`config.mk`:
```
export PLATFORM = sky130hd
export DESIGN_NAME = led_pwm_ctrl
export DESIGN_NICKNAME = d
export VERILOG_FILES = /design/src/rtl/led_pwm_ctrl.sv
export SDC_FILE = /design/constraint.sdc
export NUM_CORES = 1
export LEC_CHECK = 0
export ABC_AREA = 1
export BUFFER_PORTS_ARGS = -buffer_cell sky130_fd_sc_hd__buf_2
export CORE_MARGIN = 3
export CORE_UTILIZATION = 56
export DETAILED_ROUTE_END_ITERATION = 7
export GPL_ROUTABILITY_DRIVEN = 0
export GPL_TIMING_DRIVEN = 0
export HOLD_SLACK_MARGIN = 0.02
export PLACE_DENSITY = 0.76
export SYNTH_ARGS = -nofsm -noshare
export SYNTH_HDL_FRONTEND = slang
export SYNTH_SLANG_ARGS = --single-unit
```
`constraint.sdc`:
```
create_clock -name clk_osc -period 1.6 [get_ports clk_osc]
set_input_delay 0.48 -clock clk_osc [delete_from_list [all_inputs] [get_ports clk_osc]]
set_output_delay 0.48 -clock clk_osc [all_outputs]
set_load 0.005 [all_outputs]
```
`src/rtl/led_pwm_ctrl.sv`:
```
// N-channel LED PWM engine: 8-bit register file, per-channel duty/mode, group dim or blink, sleep.
// Duty and group level are double-buffered and switch only at the 255 -> 0 PWM wrap.
module led_pwm_ctrl #(
    parameter int unsigned N_CH    = 4,
    parameter int unsigned ADDR_W  = 3,
    parameter bit          OUT_INV = 1'b0
) (
    input  logic              clk_osc,
    input  logic              reset,
    input  logic [ADDR_W-1:0] reg_addr,
    input  logic [7:0]        reg_wdata,
    input  logic              reg_write,
    input  logic              reg_read,
    output logic [7:0]        reg_rdata,
    output logic              sleep,
    output logic [N_CH-1:0]   leds
);
    localparam int unsigned NL          = (N_CH + 3) / 4;
    localparam int unsigned LED_W       = 8 * NL;
    localparam int unsigned LEDOUT_BASE = 3;
    localparam int unsigned PWM_BASE    = LEDOUT_BASE + NL;
    // Only fields of existing channels are writable; the rest stay 0.
    localparam logic [LED_W-1:0] LED_MASK = LED_W'((64'd1 << (2 * N_CH)) - 64'd1);

    logic [31:0] addr;
    assign addr = 32'(reg_addr);

    logic                  dmblnk_q, dmblnk_d;
    logic                  sleep_q, sleep_d;
    logic [7:0]            grppwm_sh_q, grppwm_sh_d;
    logic [7:0]            grppwm_act_q, grppwm_act_d;
    logic [7:0]            grpfreq_q, grpfreq_d;
    logic [LED_W-1:0]      ledout_q, ledout_d;
    logic [N_CH-1:0][7:0]  pwm_sh_q, pwm_sh_d;
    logic [N_CH-1:0][7:0]  pwm_act_q, pwm_act_d;
    logic [7:0]            pwm_cnt_q, pwm_cnt_d;
    logic [7:0]            grp_cnt_q, grp_cnt_d;
    logic [7:0]            bdiv_q, bdiv_d;
    logic [7:0]            bpos_q, bpos_d;
    logic [N_CH-1:0]       leds_q, leds_d;
    logic [7:0]            rdata_q, rdata_d;
    logic [7:0]            rd_val;
    logic [N_CH-1:0]       raw;
    logic                  gate;

    // Register writes (shadow side)
    always_comb begin
        dmblnk_d    = dmblnk_q;
        sleep_d     = sleep_q;
        grppwm_sh_d = grppwm_sh_q;
        grpfreq_d   = grpfreq_q;
        ledout_d    = ledout_q;
        pwm_sh_d    = pwm_sh_q;
        if (reg_write) begin
            if (addr == 32'd0) begin
                dmblnk_d = reg_wdata[5];
                sleep_d  = reg_wdata[4];
            end
            if (addr == 32'd1) grppwm_sh_d = reg_wdata;
            if (addr == 32'd2) grpfreq_d = reg_wdata;
            for (int unsigned k = 0; k < NL; k++) begin
                if (addr == LEDOUT_BASE + k) ledout_d[8*k +: 8] = reg_wdata & LED_MASK[8*k +: 8];
            end
            for (int unsigned i = 0; i < N_CH; i++) begin
                if (addr == PWM_BASE + i) pwm_sh_d[i] = reg_wdata;
            end
        end
    end

    // Read mux over pre-edge state, so a same-cycle write is not visible
    always_comb begin
        rd_val = 8'h00;
        if (addr == 32'd0) rd_val = {2'b00, dmblnk_q, sleep_q, 4'b0000};
        if (addr == 32'd1) rd_val = grppwm_sh_q;
        if (addr == 32'd2) rd_val = grpfreq_q;
        for (int unsigned k = 0; k < NL; k++) begin
            if (addr == LEDOUT_BASE + k) rd_val = ledout_q[8*k +: 8];
        end
        for (int unsigned i = 0; i < N_CH; i++) begin
            if (addr == PWM_BASE + i) rd_val = pwm_sh_q[i];
        end
        rdata_d = reg_read ? rd_val : rdata_q;
    end

    // Counters and shadow-to-active transfer
    always_comb begin
        pwm_cnt_d    = pwm_cnt_q;
        grp_cnt_d    = grp_cnt_q;
        bdiv_d       = bdiv_q;
        bpos_d       = bpos_q;
        pwm_act_d    = pwm_act_q;
        grppwm_act_d = grppwm_act_q;
        if (sleep_q) begin
            pwm_cnt_d = 8'd0;
            grp_cnt_d = 8'd0;
            bdiv_d    = 8'd0;
            bpos_d    = 8'd0;
        end else begin
            pwm_cnt_d = pwm_cnt_q + 8'd1;
            if (pwm_cnt_q == 8'hFF) begin
                grp_cnt_d    = grp_cnt_q + 8'd1;
                pwm_act_d    = pwm_sh_q;
                grppwm_act_d = grppwm_sh_q;
                // >= keeps the divider from running away if GRPFREQ drops below bdiv
                if (bdiv_q >= grpfreq_q) begin
                    bdiv_d = 8'd0;
                    bpos_d = bpos_q + 8'd1;
                end else begin
                    bdiv_d = bdiv_q + 8'd1;
                end
            end
        end
    end

    // Per-channel output selection
    always_comb begin
        raw  = '0;
        gate = dmblnk_q ? (bpos_q < grppwm_act_q) : (grp_cnt_q < grppwm_act_q);
        for (int unsigned i = 0; i < N_CH; i++) begin
            case (ledout_q[2*i +: 2])
                2'b00:   raw[i] = 1'b0;
                2'b01:   raw[i] = 1'b1;
                2'b10:   raw[i] = (pwm_cnt_q < pwm_act_q[i]);
                default: raw[i] = (pwm_cnt_q < pwm_act_q[i]) & gate;
            endcase
        end
        leds_d = sleep_q ? '0 : raw;
    end

    always_ff @(posedge clk_osc) begin
        if (reset) begin
            dmblnk_q     <= 1'b0;
            sleep_q      <= 1'b1;
            grppwm_sh_q  <= 8'hFF;
            grppwm_act_q <= 8'hFF;
            grpfreq_q    <= 8'h00;
            ledout_q     <= '0;
            pwm_sh_q     <= '0;
            pwm_act_q    <= '0;
            pwm_cnt_q    <= 8'd0;
            grp_cnt_q    <= 8'd0;
            bdiv_q       <= 8'd0;
            bpos_q       <= 8'd0;
            leds_q       <= '0;
            rdata_q      <= 8'h00;
        end else begin
            dmblnk_q     <= dmblnk_d;
            sleep_q      <= sleep_d;
            grppwm_sh_q  <= grppwm_sh_d;
            grppwm_act_q <= grppwm_act_d;
            grpfreq_q    <= grpfreq_d;
            ledout_q     <= ledout_d;
            pwm_sh_q     <= pwm_sh_d;
            pwm_act_q    <= pwm_act_d;
            pwm_cnt_q    <= pwm_cnt_d;
            grp_cnt_q    <= grp_cnt_d;
            bdiv_q       <= bdiv_d;
            bpos_q       <= bpos_d;
            leds_q       <= leds_d;
            rdata_q      <= rdata_d;
        end
    end

    assign reg_rdata = rdata_q;
    assign sleep     = sleep_q;
    assign leds      = leds_q ^ {N_CH{OUT_INV}};

endmodule

```
==> flow_summary.toml, run 1 <==
[critical_path]
reg2reg_slack_ns = -0.15
critPathKind = "register to register"
end_kind = "register"
r2r_cells = 8
cpMostUsedCell = "nand2_4"
worstPathRequired_ns = 1.92
path_buf_inv = 2
crit_chain = "nand2_4 > nor3_4 > nand2_4 > nor2_8 > inv_8 > clkbuf_16 > o21ai_4 > a21oi_2"
cp_slowest_cell = "dfxtp_4"
crit_family = "simple AND/OR/NAND/NOR gates"
r2r-end = "pwm_act_q[5]"
crit_cells = 8
cp_slowest_stage_delay_ns = 0.39
crit_fanout = 7
cp.arrival_ns = 2.08
r2r-start = "pwm_cnt_q[5]"
cp-start-kind = "register"

[placed_design]
pre_cts_ws_ns = -0.666
place_area_mm2 = 0.00744
dp_hpwl_um = 13300
dp_cells = 1157
port_buffers = 25

[synth]
synth.largest_area_cell = "dfxtp_1"
yosys_warnings = 0
netlist_top_cells_area = "dfxtp_1 (40%), a21oi_1 (10%), nand2_1 (10%)"
synth_fp_nets = 1033
avgSynthCellArea_um2 = 7.35
yosysSeqAreaShare = 0.401
syn_area_mm2 = 0.00709
synthCells = 964
yosysUniqueCellTypes = 30
yosysTopAreaCellShare = 0.401
ys_seq_elements = 142

[die]
dieWidth_um = 119
die_h_um = 119
io_pins = 28
dieArea_mm2 = 0.0140
rows = 40
core_mm2 = 0.0122
start_util = 0.581

[detailed_routing]
drt-pass1-iter-count = 5
vias = 7039
drt_iter0_drc = 585
drc_errors = 0
wire_per_inst_um = 18.4
wl_um = 22500
avgViaCountPerCell = 5.78
ant_nets = 0

[clocking]
cts_tree = "yes"
cts_max_path_buffers = 2
cts-root-buf = "clkbuf_16"
htreeDepth = 4
cts_sinks = 142
cts_buffers = 17
path_clk_slew_ns = 0.06
clkLatencyLatePin_ns = 0.43

[finish]
layout.area.seq_mm2 = 0.00289
synthToLayoutAreaGrowth_pct = 31.0
final_nets = 1106
final-instance-count-excl-fill = 1218
drive_above_1_share = 0.265
n_fill_cell = 897
antennaDiodeCount = 0
fin_area_mm2 = 0.00929
multi_input_comb_area_mm2 = 0.00436

[hold_path]
hp-class = "input pin to register"
whs_path_depth = 3
min_from = "reg_read"
holdPathEnd = "reg_rdata[1]"

[sta]
hold_ws_ns = 0.336
period_minus_slack_ns = 1.75
timing.slew.headroom = 0.406
finalSetupViolCount = 48
post-route-period-util = 1.10
layout_setup_ws_ns = -0.154
tightest_slew_ns = 0.891
slew_violations = 0
rsz0062_at_grt = "true"
finalHoldViolations = 0
fin_skew_ns = 0.0108
fmax_mhz = 570

[status]
status = "finished, violations left"
violations = "setup timing"

[global_route]
grt-ovfl-total = 0
grt_pass1_vias = 6130
antenna_found_initial = 0
grt_max_degree = 17
grt_pass1_wl_um = 31500
globalRouteTotalUtil = 0.284

[run]
max-cap-violations = 0

[power]
ir_drop_mv = 0.836
power_density_mw_per_mm2 = 877
leakage_uw = 0.00387
==> cell usage after synthesis <==
cell type	instances
inv_2	6
ha_1	54
nand2_1	190
clkbuf_1	22
nand4_1	15
inv_1	118
mux2i_1	1
o21a_1	4
nor3_4	6
nor2_4	1
nor4_1	2
clkinv_1	1
nor2_8	1
nor2_1	68
nand3_1	60
a21oi_2	2
nand2_4	2
buf_4	1
o211ai_1	1
a21oi_1	145
and3_1	1
xor2_1	10
a31oi_1	1
nand2_2	1
buf_2	8
dfxtp_1	142
buf_6	5
xnor2_1	3
nor3_1	8
o21ai_0	85
==> worst reg2reg max path: stages (launching register included) <==
cell,delay (ns)
dfxtp_4,0.39
nand2_4,0.06
nor3_4,0.28
nand2_4,0.16
nor2_8,0.23
inv_8,0.09
clkbuf_16,0.19
o21ai_4,0.20
a21oi_2,0.05
==> layer usage <==
metal | GRT usage | vias up | part of all wire
li1 | - | 3334 | -
met3 | 0.0641 | 83 | 0.083
met2 | 0.438 | 352 | 0.47
met5 | 0 | - | 0
met1 | 0.384 | 3270 | 0.40
met4 | 0.122 | 0 | 0.040
==> sequential cells by signal (all words and copies together) (netlist names) <==
name,count
grppwm_act_q,8
leds,4
sleep,1
ledout_q,8
dmblnk_q,1
grpfreq_q,8
pwm_act_q,32
reg_rdata,8
bpos_q,8
grp_cnt_q,8
bdiv_q,8
pwm_cnt_q,8
pwm_sh_q,32
grppwm_sh_q,8
==> stage by stage <==
step / TNS [ns] / utilization / power [uW]
final: -2.86 / 0.761 / 8150
after global routing: -7.00 / 0.761 / 8330
after CTS: -1.28 / 0.690 / 8040
after detailed placement: -31.29 / 0.609 / 4120
after global placement: -29.88 / 0.609 / 4110
after floorplan: 0 / - / 3960
==> cell type report <==
cell class,instances,share of cell area
Buffer,35,0.0296
Clock buffer,20,0.0502
Clock inverter,12,0.0136
Inverter,125,0.0536
Multi-Input combinational cell,662,0.470
Sequential cell,142,0.311
Tap cell,168,0.0226
Timing Repair Buffer,53,0.0494
Timing Repair inverter,1,0.000404
==> kinds of logic after synthesis <==
kind of cell	synth area share
XOR/XNOR	0.0161
AND/OR/NAND/NOR	0.223
buffers and inverters	0.0925
AO/OA/AOI/OAI	0.171
flip-flops	0.401
multiplexers	0.00141
adder cells (fa/ha/maj)	0.0953
==> layout by cell type, fill, tap and decap left out, types with 5 or more instances in the layout <==
cell type / n
a21oi_1: 105
a21oi_2: 41
buf_12: 5
buf_2: 29
buf_4: 17
buf_6: 12
clkbuf_1: 15
clkbuf_16: 21
dfxtp_1: 118
dfxtp_2: 19
dfxtp_4: 5
ha_1: 42
ha_4: 12
inv_1: 107
inv_2: 13
nand2_1: 173
nand2_2: 7
nand2_4: 12
nand3_1: 52
nand3_2: 5
nand4_1: 15
nor2_1: 58
nor2_2: 6
nor2_4: 5
nor3_1: 5
nor3_4: 7
o21ai_0: 44
o21ai_1: 17
o21ai_2: 11
o21ai_4: 13
xor2_1: 9
==> report_power, final <==
part / internal (uW) / switching, uW / total, uW
Sequential: 3580 / 54.2 / 3640
Clock: 2300 / 1680 / 3980
Combinational: 170 / 365 / 535
==> what timing repair did <==
action	CTS	global route
buffers inserted	10	13
cloned	3	4
hold buffers	0	0
hold endpoints to repair	0	0
pin swaps	7	44
resized for setup	99	183
setup endpoints to repair	71	76
==> how the worst max path moves through the flow <==
| stage | slack, ns | startpoint | end |
|---|---|---|---|
| after floorplan | 0.0001 | reg_addr[0] | pwm_sh_q[29] |
| after global placement | -0.62 | pwm_cnt_q[6] | pwm_act_q[6] |
| after detailed placement | -0.67 | pwm_cnt_q[6] | pwm_act_q[6] |
| after CTS | -0.06 | pwm_cnt_q[5] | grppwm_act_q[7] |
| after global routing | -0.21 | pwm_cnt_q[5] | pwm_act_q[5] |
| final | -0.15 | pwm_cnt_q[5] | pwm_act_q[5] |
Note: power is estimated with default switching activity, not from simulation.
==> run 2: changes to the inputs <==
--- a/config.mk
+++ b/config.mk
@@ -9,11 +9,12 @@
 export BUFFER_PORTS_ARGS = -buffer_cell sky130_fd_sc_hd__buf_2
 export CORE_MARGIN = 3
 export CORE_UTILIZATION = 56
+export CTS_BUF_LIST = sky130_fd_sc_hd__clkbuf_16
 export DETAILED_ROUTE_END_ITERATION = 7
-export GPL_ROUTABILITY_DRIVEN = 0
 export GPL_TIMING_DRIVEN = 0
 export HOLD_SLACK_MARGIN = 0.02
 export PLACE_DENSITY = 0.76
+export SLEW_MARGIN = 10
 export SYNTH_ARGS = -nofsm -noshare
 export SYNTH_HDL_FRONTEND = slang
 export SYNTH_SLANG_ARGS = --single-unit
==> run 2 against run 1 <==
Against the previous run: the run still ends with setup timing left; die area unchanged; final cell count increased by 0.16%; register-to-register slack improved by 0.02 ns; first-iteration DRC count increased by 30%; clock-buffer cell count decreased by 3; sequential power about the same; critical path type unchanged.
==> flow_summary.toml, run 2 (synthesis results as in run 1) <==
[clocking]
htreeDepth = 4
path_clk_slew_ns = 0.06
cts-root-buf = "clkbuf_16"
cts_buffers = 17
cts_max_path_buffers = 2
cts_hold_buf = 0
cts_sinks = 142
cts_tree = "yes"
clkLatencyLatePin_ns = 0.42

[critical_path]
crit_chain = "inv_2 > ha_1 > nand2_2 > nor2_4 > nand4_1 > nand3_4 > nand2_8 > clkinv_8 > nand2_4 > a21oi_2"
critPathKind = "register to register"
cp_slowest_stage_delay_ns = 0.34
crit_family = "simple AND/OR/NAND/NOR gates"
r2r-end = "bpos_q[6]"
cp-start-kind = "register"
end_kind = "register"
reg2reg_slack_ns = -0.14
r2r-start = "grpfreq_q[4]"
r2r_cells = 10
crit_fanout = 8
cp_slowest_cell = "dfxtp_2"
path_buf_inv = 2
cp.arrival_ns = 2.09
worstPathRequired_ns = 1.95

[die]
start_util = 0.581
dieArea_mm2 = 0.0140
dieWidth_um = 119
die_h_um = 119
io_pins = 28
core_mm2 = 0.0122
rows = 40

[sta]
period_minus_slack_ns = 1.74
slew_violations = 0
fin_skew_ns = 0.00659
tightest_slew_ns = 0.893
hold_ws_ns = 0.338
setup_tns_ns = -3.97
post-route-period-util = 1.09
timing.slew.headroom = 0.405
finalSetupViolCount = 57
finalHoldViolations = 0
layout_setup_ws_ns = -0.139
fmax_mhz = 575
rsz0062_at_grt = "true"

[finish]
reg.largest.list = "pwm_act_q: 32 flops, pwm_sh_q: 32 flops"
fin_area_mm2 = 0.00936
drive_above_1_share = 0.276
final-instance-count-excl-fill = 1220
final_common_cell = "nand2_1"
final_nets = 1108
synthToLayoutAreaGrowth_pct = 32.1
antennaDiodeCount = 0
n_fill_cell = 858
layout.area.seq_mm2 = 0.00289
multi_input_comb_area_mm2 = 0.00443
final_cell_mix = "nand2_1 (178), dfxtp_1 (117), a21oi_1 (107), inv_1 (105), nor2_1 (60)"

[power]
total_power_uw = 8350
leakage_uw = 0.00387
power_density_mw_per_mm2 = 892
ir_drop_mv = 1.02

[global_route]
globalRouteTotalUtil = 0.291
antenna_found_initial = 0
grt_pass1_wl_um = 32400
grt_pass1_vias = 6357
grt-ovfl-total = 0
grt_max_degree = 17

[detailed_routing]
vias = 6880
drc_errors = 0
drt_iter0_drc = 762
ant_nets = 0
avgViaCountPerCell = 5.64
drt-pass1-iter-count = 5
wl_um = 22100
wire_per_inst_um = 18.1

[placed_design]
dp_hpwl_um = 13500
port_buffers = 25
place_area_mm2 = 0.00744
dp_cells = 1157
gp_congestion = 0.992

[hold_path]
holdPathEnd = "reg_rdata[1]"
whs_path_depth = 3
min_from = "reg_read"
hp-class = "input pin to register"

[run]
max-cap-violations = 0

[status]
status = "finished, violations left"
violations = "setup timing"
[run 2: cell count changes in the layout (fill, tap and decap cells not counted), moves of 4 or more]
| cell | before | now |
|---|---|---|
| nand2_1 | 173 | 178 |
| o21ai_2 | 11 | 19 |
| ha_1 | 42 | 35 |
| nand3_2 | 5 | 9 |
| buf_6 | 12 | 16 |
| ha_4 | 12 | 19 |
| nand3_1 | 52 | 48 |
[run 2: power breakdown]
| group | internal [uW] | switching, uW | total (uW) |
|---|---|---|---|
| clock network | 2600 | 1580 | 4180 |
| logic | 171 | 360 | 531 |
| registers | 3580 | 51.4 | 3630 |
| total | 6350 | 1990 | 8350 |
[run 2: tightest hold or removal path: stages]
cell and delay (ns):
buf_2 0.11, nand2_1 0.07, a21oi_2 0.05
[run 2: per-layer routing]
metal	routed length, um	vias up	global-route usage	share of wire
met5	0	-	0	0
met1	9350	3210	0.389	0.42
li1	-	3336	-	-
met3	1600	56	0.0622	0.073
met2	10400	278	0.463	0.47
met4	662	0	0.112	0.030
[run 2: final cells by class]
class / count / area share
sequential: 142 / 0.309
timing repair inverter: 1 / 0.000668
timing repair buffer: 55 / 0.0469
inverter: 125 / 0.0529
multi-input combinational: 662 / 0.473
buffer: 35 / 0.0287
tap: 168 / 0.0225
clock buffer: 17 / 0.0454
clock inverter: 15 / 0.0210
[run 2: timing repair]
item,4_1_cts,5_1_grt
resized for setup,131,156
setup endpoints to repair,69,77
setup buffers,16,11
pin swaps,16,46
gates cloned,3,2
[run 2: worst max path at each step]
stage	slack, ns	depth (start not counted)	startpoint	endpoint
floorplan	0.0001	9	reg_addr[0]	pwm_sh_q[29]
detailed placement	-0.66	8	pwm_cnt_q[6]	pwm_act_q[6]
global placement	-0.61	8	pwm_cnt_q[6]	pwm_act_q[6]
CTS	-0.03	8	pwm_cnt_q[5]	pwm_act_q[6]
global route	-0.20	10	grpfreq_q[7]	bpos_q[5]
finish	-0.14	10	grpfreq_q[4]	bpos_q[6]
[run 2: through the flow]
step | worst slack [ns] | util
4_1_cts | -0.0308 | 0.709
6_report | -0.139 | 0.767
5_1_grt | -0.197 | 0.767
3_3_place_gp | -0.611 | 0.609
3_5_place_dp | -0.655 | 0.609
2_1_floorplan | 0.000120 | -
